$ cat src/rtl/cam_alloc_ctrl.sv
// cam_alloc_ctrl: lookup-or-allocate front end for a SIZE-entry CAM.
// Round-robin victim allocation, hit/evict response, saturating stats.
module cam_alloc_ctrl #(
  parameter  int SIZE = 8,
  localparam int IW   = $clog2(SIZE)
) (
  input  logic          clock,
  input  logic          reset_n,
  input  logic          req_valid,
  output logic          req_ready,
  input  logic [31:0]   req_data,
  output logic          rsp_valid,
  input  logic          rsp_ready,
  output logic [IW-1:0] rsp_idx,
  output logic          rsp_hit,
  output logic          rsp_evict,
  output logic          cam_enable,
  output logic          cam_command,
  output logic [31:0]   cam_data,
  output logic [IW-1:0] cam_write_idx,
  input  logic [IW-1:0] cam_read_idx,
  input  logic          cam_hit,
  output logic [15:0]   hit_count,
  output logic [15:0]   miss_count
);

  localparam logic CMD_READ  = 1'b0;
  localparam logic CMD_WRITE = 1'b1;

  localparam logic [2:0] IDLE   = 3'd0;
  localparam logic [2:0] LOOKUP = 3'd1;
  localparam logic [2:0] CHECK  = 3'd2;
  localparam logic [2:0] ALLOC  = 3'd3;
  localparam logic [2:0] RESP   = 3'd4;

  logic [2:0]      state_q, state_d;
  logic [31:0]     key_q, key_d;
  logic [IW-1:0]   victim_q, victim_d;
  logic [SIZE-1:0] bitmap_q, bitmap_d;
  logic [IW-1:0]   rsp_idx_q, rsp_idx_d;
  logic            rsp_hit_q, rsp_hit_d;
  logic            rsp_evict_q, rsp_evict_d;
  logic [15:0]     hit_count_q, hit_count_d;
  logic [15:0]     miss_count_q, miss_count_d;

  // Next-state and datapath updates for one request at a time
  always_comb begin
    state_d      = state_q;
    key_d        = key_q;
    victim_d     = victim_q;
    bitmap_d     = bitmap_q;
    rsp_idx_d    = rsp_idx_q;
    rsp_hit_d    = rsp_hit_q;
    rsp_evict_d  = rsp_evict_q;
    hit_count_d  = hit_count_q;
    miss_count_d = miss_count_q;
    case (state_q)
      IDLE: begin
        if (req_valid) begin
          key_d   = req_data;
          state_d = LOOKUP;
        end
      end
      LOOKUP: state_d = CHECK;
      CHECK: begin
        if (cam_hit) begin
          rsp_idx_d   = cam_read_idx;
          rsp_hit_d   = 1'b1;
          rsp_evict_d = 1'b0;
          if (hit_count_q != 16'hFFFF)
            hit_count_d = hit_count_q + 16'd1;
          state_d = RESP;
        end else begin
          if (miss_count_q != 16'hFFFF)
            miss_count_d = miss_count_q + 16'd1;
          state_d = ALLOC;
        end
      end
      ALLOC: begin
        rsp_idx_d          = victim_q;
        rsp_hit_d          = 1'b0;
        rsp_evict_d        = bitmap_q[victim_q];
        bitmap_d[victim_q] = 1'b1;
        victim_d           = victim_q + IW'(1);
        state_d            = RESP;
      end
      RESP: begin
        if (rsp_ready)
          state_d = IDLE;
      end
      default: state_d = IDLE;
    endcase
  end

  // State registers, cleared asynchronously
  always_ff @(posedge clock or negedge reset_n) begin
    if (!reset_n) begin
      state_q      <= IDLE;
      key_q        <= '0;
      victim_q     <= '0;
      bitmap_q     <= '0;
      rsp_idx_q    <= '0;
      rsp_hit_q    <= 1'b0;
      rsp_evict_q  <= 1'b0;
      hit_count_q  <= '0;
      miss_count_q <= '0;
    end else begin
      state_q      <= state_d;
      key_q        <= key_d;
      victim_q     <= victim_d;
      bitmap_q     <= bitmap_d;
      rsp_idx_q    <= rsp_idx_d;
      rsp_hit_q    <= rsp_hit_d;
      rsp_evict_q  <= rsp_evict_d;
      hit_count_q  <= hit_count_d;
      miss_count_q <= miss_count_d;
    end
  end

  // Handshake and CAM drive decoded straight from the state register
  always_comb begin
    req_ready     = (state_q == IDLE);
    rsp_valid     = (state_q == RESP);
    cam_enable    = (state_q == LOOKUP) || (state_q == ALLOC);
    cam_command   = (state_q == ALLOC) ? CMD_WRITE : CMD_READ;
    cam_data      = key_q;
    cam_write_idx = victim_q;
    rsp_idx       = rsp_idx_q;
    rsp_hit       = rsp_hit_q;
    rsp_evict     = rsp_evict_q;
    hit_count     = hit_count_q;
    miss_count    = miss_count_q;
  end

endmodule
$ cat config.mk
export PLATFORM = sky130hd
export DESIGN_NAME = cam_alloc_ctrl
export DESIGN_NICKNAME = d
export VERILOG_FILES = /design/src/rtl/cam_alloc_ctrl.sv
export SDC_FILE = /design/constraint.sdc
export NUM_CORES = 1
export LEC_CHECK = 0
export CORE_MARGIN = 2
export CORE_UTILIZATION = 52
export CTS_BUF_LIST = sky130_fd_sc_hd__clkbuf_8
export CTS_CLUSTER_DIAMETER = 150
export DETAILED_ROUTE_END_ITERATION = 8
export GPL_TIMING_DRIVEN = 0
export PLACE_DENSITY_LB_ADDON = 0.12
export SLEW_MARGIN = 25
export SYNTH_ARGS = -nofsm -noshare
export SYNTH_HDL_FRONTEND = slang
export SYNTH_SLANG_ARGS = --single-unit
$ cat constraint.sdc
create_clock -name clock -period 5.06 [get_ports clock]
set_input_delay 1.012 -clock clock [delete_from_list [all_inputs] [get_ports clock]]
set_output_delay 1.012 -clock clock [all_outputs]
set_load 0.01 [all_outputs]
==> impl.org <==
** STA
- The worst path in the final design needs a cycle of 2.99 ns, including I/O delays and setup.
- Clock tree skew after final layout :: between 0.006 and 0.007 ns
- Based on the critical path, the design can be clocked at up to 335 MHz.
- The total count of max-transition violations in the final report came to 0.
- RSZ-0062 raised after global routing :: no
- Final setup viols :: 0
- Dividing the final minimum period by the clock period gives 0.590.
- Worst Hold Slack :: 0.455 ns
- Worst-case headroom to the max-slew limit :: 0.550
- Setup total negative slack on the finished layout was measured at 0 ns.
- Setup slack on the critical path of the routed design comes to just over 2 ns.
- Number of hold violations in the final report :: 0
- Least-Margin Pin Slew :: between 0.6 and 0.7 ns

** Finish
- Leaving out fill and tap cells, the most frequent cell in the layout is sky130_fd_sc_hd__clkdlybuf4s50_1.
- Number of diodes added for antenna fixing :: 0
- Net count reported at finish :: 462
- Fin cells :: 503
- Area grow syn2layout :: 39.9%
- Most frequent cells in the layout :: 114 x sky130_fd_sc_hd__clkdlybuf4s50_1, 83 x sky130_fd_sc_hd__dfrtp_1, 34 x sky130_fd_sc_hd__mux2_2
- Layout cell share with drive strength beyond 1 :: 0.173

** Setup path
- Crit path max fanout :: 9
- The worst setup path is of the reg -> out kind.
- The worst setup path is captured at an output port.
- Data on the critical path arrives at its endpoint at approximately 2.0 ns.
- STA puts the critical path data required time at around 4 ns.
- Nature of the critical path startpoint :: flop

** Clock tree
- Clock-pin slew was measured on the worst setup and hold paths at 0.07 ns.
- In this run the post-CTS setup repair buffer count came out at 0.
- The tree built by TritonCTS fans out to between 80 and 90 sinks.
- For the worst-skew pair, the clock arrives at the later sink with an insertion delay of 0.34 ns.
- TritonCTS built the clock tree.
- Post-CTS Hold Buffers :: 0
- CTS buffer count :: 9
- In this run the number of H-tree levels came out at 3.
- Buffers from clock root to sink, at most :: 2
- The root buffer cell chosen for the clock tree is sky130_fd_sc_hd__clkbuf_8.
- CTS-repair resized insts :: 0

** Placed design
- Dpl hpwl :: slightly below 6 mm
- Count of input and output buffers :: ~120
- Placed instance count :: 488
- Routability-driven placement finished with a final weighted congestion of 0.792.
- Timing analysis after detailed placement gives a worst setup slack of 2.08 ns.

** Routing
- Post-route DRC :: 0
- The final layout contains routed wiring with a total length of 7.86 mm.
- The first detailed-routing pass ran for 4 iterations.
- In the final routed layout, each cell accounts on average for 15.6 µm.
- The detail route stage leaves a number of antenna-violating nets equal to 0.
- In this run, the number of DRC markers left after iteration 0 of detailed routing was a little over 70.
- In the routed layout, each cell is associated on average with a via count of 5.41.
- Count of vias placed by the detailed router :: 2721

** Yosys
- A synthesized cell averages 12.4 µm².
- The synthesized netlist occupies a cell area of 3630 µm².
- Fraction of registers with async set/reset :: 1.00
- Count of yosys warnings during synthesis :: 0
- Synthesis instantiated 47 different standard cells from the library.
- Counting every instance in the synthesized netlist gives 292.
- Number of enable-type register cells in the synthesized netlist :: 0
- Sequential cell area fraction in the yosys report :: 0.572
- Flops & latches, synth :: 83
- Among all flip-flop cells after synthesis, the most frequent one is sky130_fd_sc_hd__dfrtp_1.
- When the netlist entered floorplanning its net count stood at 335.

** GRT
- The number of antenna violations at the first check in global routing is 0.
- Entering global routing, the biggest net connects 45 pins.
- Global router's overall resource usage :: 0.217
- The total overflow left after global routing is 0.
- Wire length of the first global-routing pass :: 12.8 mm
- Number of global-route vias before repair :: 2704

** Worst hold path
- Worst hold path type :: reg -> reg

** Run status
- The run finished with clean final reports.

** Floorplanning
- Core region area :: between 6000 and 7000 µm²
- Overall die width :: 87.5 µm
- Starting utilization of the core area :: 0.537
- During I/O placement, the number of pins put on the boundary was 116.
- After floorplanning, the core was divided into 30 placement rows.
- The die covers 7660 µm².
- The floorplan step set the die height to slightly below 90 µm.

** Power and ir drop
- Total chip power :: 2.51 mW
- In this run the static leakage power is 2.13 nW.
- Maximum resistive drop on vdd :: 0.333 mV
- Dividing total power by cell area gives a power density of 494 nW/µm².

** Flow run
- # Max-Cap Violations :: 0
==> state kept, by name (all words and copies together), names as in the netlist <==
signal         flops
cam_data          32
rsp_evict          1
rsp_hit            1
cam_write_idx      3
miss_count        16
rsp_idx            3
state_q            3
bitmap_q           8
hit_count         16
==> worst paths after layout <==
kind	slack, ns	startpoint	to	cells after the start
setup / recovery	2.07	state_q[0]	cam_command	5
hold / removal	0.45	bitmap_q[0]	bitmap_q[0]	1
setup reg to reg	2.91	miss_count[0]	miss_count[1]	6
hold reg to reg	0.45	bitmap_q[0]	bitmap_q[0]	1
max in group asynchronous	3.82	reset_n	cam_data[2]	2
min in group asynchronous	0.64	reset_n	cam_data[25]	1
==> final cells by class <==
cell class / count / area [µm²]
buffer: 13 / 66.3
clock buffer: 12 / 165
clock inverter: 3 / 13.8
fill: 471 / 1680
inverter: 4 / 15.0
multi-input combinational: 192 / 1470
sequential: 83 / 2080
tap: 80 / 100
timing repair buffer: 116 / 1170
==> where the power goes <==
| group | switching (mW) | total, mW | internal [mW] |
|---|---|---|---|
| logic | 0.428 | 1.06 | 0.633 |
| registers | 0.131 | 1.02 | 0.887 |
| clock network | 0.216 | 0.429 | 0.213 |
| total | 0.775 | 2.51 | 1.73 |
==> logic make-up after synthesis <==
group / synth area share
AOI/OAI and AO/OA: 0.0469
buffers and inverters: 0.0224
and+or+nand+nor: 0.150
adders and majority gates: 0.0103
DFF: 0.572
muxes: 0.128
xor gates and xnor gates: 0.0700
==> per-layer routing <==
| layer | routed length [µm] | GRT usage | up-vias |
|---|---|---|---|
| met5 | 0 | 0 | - |
| met4 | 160 | 0.0965 | 0 |
| met3 | 528 | 0.0481 | 13 |
| met2 | 3740 | 0.343 | 96 |
| met1 | 3440 | 0.290 | 1319 |
| li1 | - | - | 1293 |
==> Yosys cell counts, drive strengths merged (2+ instances only) <==
| master | number | area [µm²] |
|---|---|---|
| mux4 | 2 | 45.0 |
| a31oi | 3 | 18.8 |
| o21ai | 5 | 28.8 |
| o211ai | 3 | 22.5 |
| nor3 | 11 | 60.1 |
| clkbuf | 3 | 11.3 |
| mux2 | 36 | 409 |
| xnor2 | 26 | 228 |
| xor2 | 3 | 26.3 |
| a21o | 3 | 22.5 |
| ha | 3 | 37.5 |
| nand2 | 24 | 90.1 |
| and2 | 3 | 21.3 |
| nand3 | 20 | 100 |
| nor4b | 2 | 32.5 |
| dfrtp | 83 | 2080 |
| a31o | 4 | 35.0 |
| or4 | 2 | 15.0 |
| nand4 | 11 | 68.8 |
| nor2b | 3 | 18.8 |
| and3 | 3 | 18.8 |
| nand2b | 3 | 18.8 |
| inv | 3 | 11.3 |
| buf | 10 | 55.1 |
| nor2 | 9 | 33.8 |
==> stage by stage <==
stage                     area (µm²)  utilization
after floorplan                 3630            -
after global placement          4880        0.722
after detailed placement        4900        0.725
after CTS                       5080        0.751
after global routing            5080        0.751
final                           5080        0.751
==> worst max-delay path: stages (launching register included) <==
cell,delay (ns)
sky130_fd_sc_hd__dfrtp_1,0.32
sky130_fd_sc_hd__buf_2,0.21
sky130_fd_sc_hd__nor2b_1,0.24
sky130_fd_sc_hd__nand2_1,0.13
sky130_fd_sc_hd__clkinv_1,0.18
sky130_fd_sc_hd__clkdlybuf4s50_1,0.57
(Power assumes the default switching activity.)
